===== src/rtl/serial_operand_serializer.sv =====
// rtl/serial_operand_serializer.sv - parallel operand pair to LSB-first serial bit pairs
// Feeds the serial adder; one operation in flight plus one pending pair for gapless streaming.
module serial_operand_serializer #(
    parameter int WIDTH = 8,
    parameter int CNT_W = $clog2(WIDTH)
) (
    input  logic             clk,
    input  logic             reset,
    input  logic             in_valid,
    output logic             in_ready,
    input  logic [WIDTH-1:0] data_a,
    input  logic [WIDTH-1:0] data_b,
    output logic             ser_valid,
    input  logic             ser_ready,
    output logic             ser_a,
    output logic             ser_b,
    output logic             ser_first,
    output logic             ser_last,
    output logic             busy
);

    typedef enum logic {IDLE, SHIFT} state_t;

    localparam logic [CNT_W-1:0] LAST_IDX = CNT_W'(WIDTH - 1);

    state_t           state_q, state_d;
    logic [WIDTH-1:0] sh_a_q, sh_a_d, sh_b_q, sh_b_d;
    logic [WIDTH-1:0] pd_a_q, pd_a_d, pd_b_q, pd_b_d;
    logic [CNT_W-1:0] cnt_q, cnt_d;
    logic             pd_full_q, pd_full_d;
    logic             acc, xfer, last_xfer;

    always_ff @(posedge clk or negedge reset) begin
        if (!reset) begin
            state_q   <= IDLE;
            sh_a_q    <= '0;
            sh_b_q    <= '0;
            pd_a_q    <= '0;
            pd_b_q    <= '0;
            cnt_q     <= '0;
            pd_full_q <= 1'b0;
        end else begin
            state_q   <= state_d;
            sh_a_q    <= sh_a_d;
            sh_b_q    <= sh_b_d;
            pd_a_q    <= pd_a_d;
            pd_b_q    <= pd_b_d;
            cnt_q     <= cnt_d;
            pd_full_q <= pd_full_d;
        end
    end

    // in_ready deliberately independent of ser_ready: only the pending slot gates acceptance.
    assign in_ready  = reset && !pd_full_q;
    assign ser_valid = (state_q == SHIFT);
    assign ser_a     = ser_valid && sh_a_q[0];
    assign ser_b     = ser_valid && sh_b_q[0];
    assign ser_first = ser_valid && (cnt_q == '0);
    assign ser_last  = ser_valid && (cnt_q == LAST_IDX);
    assign busy      = (state_q == SHIFT) || pd_full_q;

    assign acc       = in_valid && in_ready;
    assign xfer      = ser_valid && ser_ready;
    assign last_xfer = xfer && ser_last;

    always_comb begin
        state_d   = state_q;
        sh_a_d    = sh_a_q;
        sh_b_d    = sh_b_q;
        pd_a_d    = pd_a_q;
        pd_b_d    = pd_b_q;
        cnt_d     = cnt_q;
        pd_full_d = pd_full_q;
        case (state_q)
            IDLE: begin
                if (acc) begin
                    sh_a_d  = data_a;
                    sh_b_d  = data_b;
                    cnt_d   = '0;
                    state_d = SHIFT;
                end
            end
            SHIFT: begin
                if (last_xfer) begin
                    cnt_d = '0;
                    if (pd_full_q) begin
                        sh_a_d    = pd_a_q;
                        sh_b_d    = pd_b_q;
                        pd_full_d = 1'b0;
                    end else if (acc) begin
                        sh_a_d = data_a;
                        sh_b_d = data_b;
                    end else begin
                        state_d = IDLE;
                    end
                end else begin
                    if (xfer) begin
                        sh_a_d = {1'b0, sh_a_q[WIDTH-1:1]};
                        sh_b_d = {1'b0, sh_b_q[WIDTH-1:1]};
                        cnt_d  = cnt_q + CNT_W'(1);
                    end
                    if (acc) begin
                        pd_a_d    = data_a;
                        pd_b_d    = data_b;
                        pd_full_d = 1'b1;
                    end
                end
            end
            default: state_d = IDLE;
        endcase
    end

endmodule


===== config.mk =====
export PLATFORM = sky130hd
export DESIGN_NAME = serial_operand_serializer
export DESIGN_NICKNAME = d
export VERILOG_FILES = /design/src/rtl/serial_operand_serializer.sv
export SDC_FILE = /design/constraint.sdc
export NUM_CORES = 1
export LEC_CHECK = 0
export CAP_MARGIN = 20
export CORE_ASPECT_RATIO = 1.75
export CORE_UTILIZATION = 40
export DETAILED_ROUTE_END_ITERATION = 10
export PLACE_DENSITY = 0.69
export SYNTH_ARGS = -nofsm -noshare
export SYNTH_HDL_FRONTEND = slang
export SYNTH_SLANG_ARGS = --single-unit

===== constraint.sdc =====
create_clock -name clk -period 2.1 [get_ports clk]
set_input_delay 0.21 -clock clk [delete_from_list [all_inputs] [get_ports clk]]
set_output_delay 0.21 -clock clk [all_outputs]
set_load 0.01 [all_outputs]

==> flow_summary.ini, run 1 <==
[outcome]
status = complete, no violations

[drt]
postRouteAntennaNets = 0
route.detailed.drc = 0
routedWlPerCell_um = 16.4
routed_via_density = 5.55
drt-total-wl_mm = 4.21
firstDrtPassIters = 4
vias = 1421
drt_iter0_drc = 45

[floorplan]
die_w_um = 54.8
start_util_pct = 41.5
io_pins = 27
num_rows = 33
die_h_um = 94.5
core_sq_um = 4710
die_area_sq_um = 5180

[pwr]
switching_power_uw = 918
clkPwrFrac_pct = 17.9
p_int_uw = 1830
comb_power_share_pct = 37.5
power_frac_seq_pct = 44.6
power_density_nw_per_um2 = 1160
p_leak_uw = 0.00108
p_sw_share_pct = 33.5
ir_worst_vdd_mv = 0.800

[clocking]
cts.path.max_buffers = 2
h-tree-depth = 2
clkTransAtPathRegs_ns = 0.07
cts_setup_buffers = 0
clock-root-buffer = clkbuf_8
cts_tree = done
cts_buffers = 5
clock_latency_ns = 0.29
cts.sinks = 37

[global_routing]
grtUsageMet3_pct = 4.03
grt_pass1_vias = 1419
grt_antenna_before_repair = 0
track_usage_pct = 19.2
met2_usage_pct = 30.0
busiest_layer = met2
grt_pass1_wl_mm = 7.08
grt_remaining_overflow = 0
use_met1_pct = 25.0
grt_max_degree = 30

[worst_setup_path]
worstPathArrival_ns = 1.77
cp-start-kind = flip-flop
critPathKind = flip-flop to primary output
crit_fanout = 9
worst_setup_path_end_kind = primary output
required_ns = 1.89

[placed_design]
portBuffers = 26
dpl_cell_area_sq_um = 2270
place_congestion = 0.830
dpl.cell_count = 247
place_hpwl_mm = 2.90

[cells_and_area]
fin_cells = 256
drive_gt1_share_pct = 19.6
syn_to_final_growth_pct = 21.1
antenna_cells = 0
fin_area_sq_um = 2370
final_util_pct = 50.3
nNetsFinal = 226

[timing]
maxSlewHeadroom_pct = 63.8
fin_crit_sh_pct = 94.1
rsz0062_at_grt = false
setup_viol = 0
tightest_slew_ns = 0.543
finalCriticalPeriod_ns = 1.98
skew_ns = 0.00491
drv_slew = 0
hold_viol_final = 0
fmax_ghz = 0.506
setup_tns_ns = 0

[flow_run]
max_cap_viol_count = 0

[synth]
synth.avg_cell_area_sq_um = 11.4
synth.distinct_cells = 30
syn_inst = 172
ys_ff_latch = 37
synth.cell_area_sq_um = 1950
yosysWarnings = 0
syn_nets = 195
ys_seq_area_share_pct = 47.4

[worst_hold_path]
min_path_type = input pin to async pin
[critical path, stage by stage, from the launching register on]
cell and delay, ns:
dfrtp_1 0.38, ha_1 0.16, ha_2 0.26, and2_1 0.15, clkdlybuf4s50_1 0.53
[Yosys cell counts]
cell      count  share of area (%)
buf_2         5                1.3
o21ai_0       1               0.26
buf_4         1               0.38
a22o_1        1               0.45
or2_2         2               0.64
dfrtp_1      37                 47
nand2_1      14                2.7
mux2i_1      11                5.6
buf_6         2                1.2
nand3_4       1               0.90
o221ai_1     11                4.9
nand3_1       3               0.77
inv_1         3               0.58
o31ai_2       1               0.64
o21a_1        1               0.38
a31o_2        1               0.45
nor2b_1      14                4.5
and3b_1       1               0.45
clkbuf_1      3               0.58
and4_1        1               0.45
and2_1        6                1.9
nand2b_1      5                1.6
nand3b_1      2               0.77
a221o_1       5                2.6
a21oi_1      17                4.4
mux2_2        7                4.0
mux2_4       10                7.7
nor2_1        2               0.38
ha_1          3                1.9
a31oi_1       1               0.32
[sequential cells by signal, indices dropped and copies added, names as in the netlist]
register / flops
pd_a_q: 8
sh_b_q: 8
pd_full_q: 1
sh_a_q: 8
cnt_q: 3
pd_b_q: 8
ser_valid: 1
[final cells by class]
class / count / area [sq um]
well taps: 52 / 65.1
clock inverters: 3 / 17.5
multi-input cells: 121 / 953
clock buffers: 5 / 68.8
repair buffers: 35 / 325
inverters: 3 / 11.3
flip-flops and latches: 37 / 926
fillers: 454 / 2340
[path summary, 6_finish.rpt]
check	start	depth (start not counted)	to	slack (ns)
max in group asynchronous	reset	4	pd_a_q[7]	1.12
max reg2reg	cnt_q[0]	5	sh_b_q[7]	0.28
min reg2reg	pd_b_q[1]	2	sh_b_q[1]	0.49
min	reset	3	sh_a_q[0]	0.39
max	cnt_q[0]	4	ser_last	0.12
min in group clk	pd_b_q[1]	2	sh_b_q[1]	0.49
[cell usage in the layout (no fill, tap or decap), types with 2 or more instances in the layout]
cell             count
mux2_4              10
nand3_1              3
mux2_2               7
dfrtp_1             37
inv_1                3
nand3b_1             2
a221o_1              5
nor2b_1             14
o221ai_1            11
clkdlybuf4s50_1     25
nand2_1             14
ha_1                 2
nand2b_1             5
clkinv_2             2
and2_1               6
mux2i_1             11
buf_4                8
clkbuf_8             5
a21oi_1             17
or2_2                2
nor2_1               2
[power groups by stage]
stage / sequential [uW] / clock (uW) / combinational [uW]
global route: 1260 / 540 / 1160
floorplan: 1160 / 0 / 779
detailed placement: 1230 / 0 / 1030
global placement: 1230 / 0 / 998
finish: 1220 / 490 / 1030
CTS: 1220 / 507 / 1040
[repair_timing]
action                                  in CTS  in global routing
endpoints found under the setup margin       0                  1
gates resized for setup                      0                  1
hold endpoints to repair                     8                  0
hold buffers                                 1                  0
[cell families (layout without fill, tap and decap cells)]
group / count (synthesis) / count (layout) / synth area share [%]
buf+inv: 14 / 46 / 3.97
flops: 37 / 37 / 47.4
compound gates: 39 / 39 / 14.3
mux: 28 / 28 / 17.3
fa+ha+maj: 3 / 3 / 1.92
simple gates: 51 / 51 / 15.0
[per-layer routing]
layer	share of wire, %	up-vias
li1	-	681
met1	42	703
met2	52	30
met3	3.2	7
met4	2.4	0
met5	0	-
[metrics by stage]
stage | power, uW | hold slack (ns) | setup slack [ns]
2_1_floorplan | 1930 | -0.0856 | 0.451
3_3_place_gp | 2230 | 0.184 | 0.221
3_5_place_dp | 2260 | 0.189 | 0.192
4_1_cts | 2770 | 0.411 | 0.0338
5_1_grt | 2960 | 0.411 | 0.0431
6_report | 2740 | 0.391 | 0.125
Power figures use the tool's default switching activity.
==> run 2, diff against run 1 <==
CORE_UTILIZATION = 41   (was 40)
PLACE_DENSITY = 0.71   (was 0.69)
==> flow_summary.ini, run 2 (same netlist as run 1, synthesis figures left out) <==
[pwr]
ir_worst_vdd_mv = 0.692
power_density_nw_per_um2 = 1150
p_leak_uw = 0.00109
power_uw = 2710

[cells_and_area]
drive_gt1_share_pct = 19.0
antenna_cells = 0
syn_to_final_growth_pct = 21.1
fillerInstances = 426
final_cell_mix = dfrtp_1, clkdlybuf4s50_1, a21oi_1
final_util_pct = 52.8
fin_cells = 256
nNetsFinal = 227
final_common_cell = dfrtp_1

[clocking]
cts_setup_buffers = 0
cts.path.max_buffers = 2
cts_tree = done
cts.sinks = 37
clkTransAtPathRegs_ns = 0.07
clock_latency_ns = 0.28
cts_buffers = 5
clock-root-buffer = clkbuf_8
h-tree-depth = 2

[timing]
fmax_ghz = 0.504
drv_slew = 0
maxSlewHeadroom_pct = 63.1
tightest_slew_ns = 0.554
fin_crit_sh_pct = 94.5
setup_viol = 0
rsz0062_at_grt = false
finalCriticalPeriod_ns = 1.99
setup_tns_ns = 0
skew_ns = 0.00490
hold_viol_final = 0

[worst_setup_path]
critPathKind = flip-flop to primary output
required_ns = 1.89
critPathLaunch = cnt_q[0]
worst_setup_path_end_kind = primary output
crit_fanout = 6
ff2ff_path_depth = 5
reg2reg_slack_ns = 0.24
crit-reg2reg-launch = cnt_q[0]
cp-start-kind = flip-flop
worstPathArrival_ns = 1.78
crit_end = ser_last
r2r_end = sh_b_q[7]

[drt]
firstDrtPassIters = 4
drt-total-wl_mm = 3.99
drt_iter0_drc = 34
route.detailed.drc = 0
vias = 1412
postRouteAntennaNets = 0
routed_via_density = 5.52
routedWlPerCell_um = 15.6

[floorplan]
core_sq_um = 4480
start_util_pct = 43.6
die_h_um = 93.3
die_w_um = 54.2
io_pins = 27
die_area_sq_um = 5060
num_rows = 32

[worst_hold_path]
min_path_type = input pin to async pin

[global_routing]
grt_pass1_wl_mm = 6.79
grt_max_degree = 25
grt_pass1_vias = 1452
grt_antenna_before_repair = 0
grt_remaining_overflow = 0
track_usage_pct = 18.5

[placed_design]
dpl.cell_count = 247
portBuffers = 26
place_congestion = 0.769
place_hpwl_mm = 2.88

[outcome]
status = complete, no violations

[flow_run]
max_cap_viol_count = 0
run 2: where the power goes:
| part | switching, uW | internal, uW |
|---|---|---|
| clock | 241 | 230 |
| combinational | 409 | 592 |
| sequential | 237 | 1010 |
run 2: cell type report:
| class | instances | area, sq um | area share, % |
|---|---|---|---|
| Inverter | 3 | 11.3 | 0.476 |
| Clock inverter | 2 | 10.0 | 0.423 |
| Multi-Input combinational cell | 121 | 951 | 40.2 |
| Sequential cell | 37 | 926 | 39.1 |
| Tap cell | 51 | 63.8 | 2.70 |
| Clock buffer | 6 | 72.6 | 3.07 |
| Timing Repair Buffer | 36 | 333 | 14.1 |
run 2: worst min path at each step:
stage | from | end | slack, ns | cells after the start
finish | reset | ser_valid | 0.44 | 3
global route | reset | sh_a_q[7] | 0.47 | 3
floorplan | reset | cnt_q[0] | -0.09 | 0
CTS | reset | sh_a_q[3] | 0.45 | 3
detailed placement | reset | ser_valid | 0.21 | 2
global placement | reset | ser_valid | 0.19 | 2
run 2: per-layer routing:
layer	track usage [%]	up-vias	routed length (um)
met5	0	-	0
met3	4.07	4	120
li1	-	684	-
met4	7.48	0	54
met1	21.4	697	1680
met2	31.3	27	2140
run 2: worst max-delay path, cell delays in order (launching register included):
cell and delay [ns]:
dfrtp_1 0.40, ha_1 0.21, ha_1 0.24, and2_1 0.18, clkdlybuf4s50_1 0.47
run 2: what timing repair did:
item,in CTS,in global routing
hold buffers,1,0
gates resized for setup,0,0
hold endpoints to repair,37,0
run 2: stage by stage:
stage                     setup slack, ns  cell area (sq um)  hold slack, ns
after floorplan                     0.451               1950         -0.0856
after global placement              0.214               2270           0.195
after detailed placement            0.196               2270           0.206
after CTS                          0.0976               2370           0.448
after global routing               0.0186               2370           0.472
final                               0.115               2370           0.444
==> run 3, diff against run 2 <==
--- a/constraint.sdc
+++ b/constraint.sdc
@@ -3,2 +3,2 @@
 set_output_delay 0.21 -clock clk [all_outputs]
-set_load 0.01 [all_outputs]
+set_load 0.005 [all_outputs]
==> flow_summary.ini, run 3 (same netlist as run 1, synthesis figures left out) <==
[placed_design]
portBuffers = 26
place_congestion = 0.805
place_hpwl_mm = 2.96
dpl_cell_area_sq_um = 2270
dpl.cell_count = 247

[worst_setup_path]
cp-start-kind = flip-flop
worstPathArrival_ns = 1.76
crit_slowest_cell = clkdlybuf4s50_1
crit_fanout = 6
worst_setup_path_end_kind = primary output
critPathKind = flip-flop to primary output
critPathMaxStageDelay_ns = 0.44
worst_path_most_repeated_cell = ha_1
required_ns = 1.89
crit_chain = ha_1, ha_1, and2_1, clkdlybuf4s50_1

[floorplan]
die_h_um = 93.3
core_sq_um = 4480
io_pins = 27
die_w_um = 54.2
start_util_pct = 43.6
num_rows = 32
die_area_sq_um = 5060

[cells_and_area]
fin_cells = 256
antenna_cells = 0
syn_to_final_growth_pct = 21.3
nNetsFinal = 227
drive_gt1_share_pct = 19.5
final_common_cell = dfrtp_1
fillerInstances = 410
regArea_sq_um = 926
fin_area_sq_um = 2370
final_cell_mix = dfrtp_1, clkdlybuf4s50_1, a21oi_1
multi_input_area_sq_um = 951

[clocking]
clkTransAtPathRegs_ns = 0.08
cts_buffers = 5
clock-root-buffer = clkbuf_8
h-tree-depth = 2
cts.path.max_buffers = 2
cts_tree = done
cts_setup_buffers = 0
clock_latency_ns = 0.29
cts.sinks = 37

[outcome]
status = complete, no violations

[drt]
route.detailed.drc = 0
routedWlPerCell_um = 15.8
drt_iter0_drc = 19
drt-total-wl_mm = 4.04
vias = 1405
firstDrtPassIters = 4
postRouteAntennaNets = 0
routed_via_density = 5.49

[timing]
hold_viol_final = 0
drv_slew = 0
finalCriticalPeriod_ns = 1.97
setup_tns_ns = 0
tightest_slew_ns = 0.526
setup_viol = 0
maxSlewHeadroom_pct = 65.0
skew_ns = 0.00512
rsz0062_at_grt = false
fin_crit_sh_pct = 93.7
fmax_ghz = 0.508

[global_routing]
grt_antenna_before_repair = 0
grt_remaining_overflow = 0
grt_pass1_wl_mm = 6.97
track_usage_pct = 19.0
grt_max_degree = 24
grt_pass1_vias = 1432

[flow_run]
max_cap_viol_count = 0

[pwr]
p_leak_uw = 0.00109
ir_worst_vdd_mv = 0.700
power_density_nw_per_um2 = 1140

[worst_hold_path]
min_path_type = input pin to async pin
[run 3: path summary, 6_finish.rpt]
check | start | end | slack [ns] | cells after the start
max reg2reg | cnt_q[0] | sh_a_q[7] | 0.26 | 5
max | cnt_q[0] | ser_last | 0.13 | 4
min in group clk | pd_b_q[4] | sh_b_q[4] | 0.49 | 2
min reg2reg | pd_b_q[4] | sh_b_q[4] | 0.49 | 2
max in group asynchronous | reset | sh_a_q[5] | 1.38 | 3
min | reset | pd_a_q[0] | 0.45 | 3
[run 3: power by group]
part	switching (uW)	internal, uW	total [uW]
logic	394	592	986
registers	234	1000	1240
clock network	258	229	486
total	886	1830	2710
[run 3: final cells by class]
type,count,area share (%)
inverter,3,0.475
sequential,37,39.1
clock buffer,5,2.90
timing repair buffer,36,14.0
clock inverter,3,0.739
multi-input combinational,121,40.1
tap,51,2.69
[run 3: repair_timing]
action | in CTS | in global routing
gates resized for setup | 0 | 0
hold buffers | 1 | 0
endpoints found under the hold margin | 37 | 0
[run 3: routing by layer]
metal	routed length (um)	vias up	share of wire (%)	global-route usage [%]
met3	105	6	2.6	3.90
met2	2110	25	52	30.0
met4	64	0	1.6	7.05
met1	1760	685	44	24.7
li1	-	689	-	-
met5	0	-	0	0
[run 3: worst max-delay path: cells and delay by family (launching register included)]
kind / cells / cell delay [ns]
adder cells (fa/ha/maj): 2 / 0.45
flip-flops: 1 / 0.40
AND/OR/NAND/NOR: 1 / 0.18
buffers and inverters: 1 / 0.44
[run 3: stage by stage]
stage	total power, uW	hold WS, ns	utilization, %	setup slack [ns]
2_1_floorplan	1920	-0.0856	-	0.455
3_3_place_gp	2210	0.222	50.7	0.219
3_5_place_dp	2250	0.227	50.7	0.215
4_1_cts	2740	0.447	52.9	0.109
5_1_grt	2910	0.465	52.9	0.0236
6_report	2710	0.448	52.9	0.133
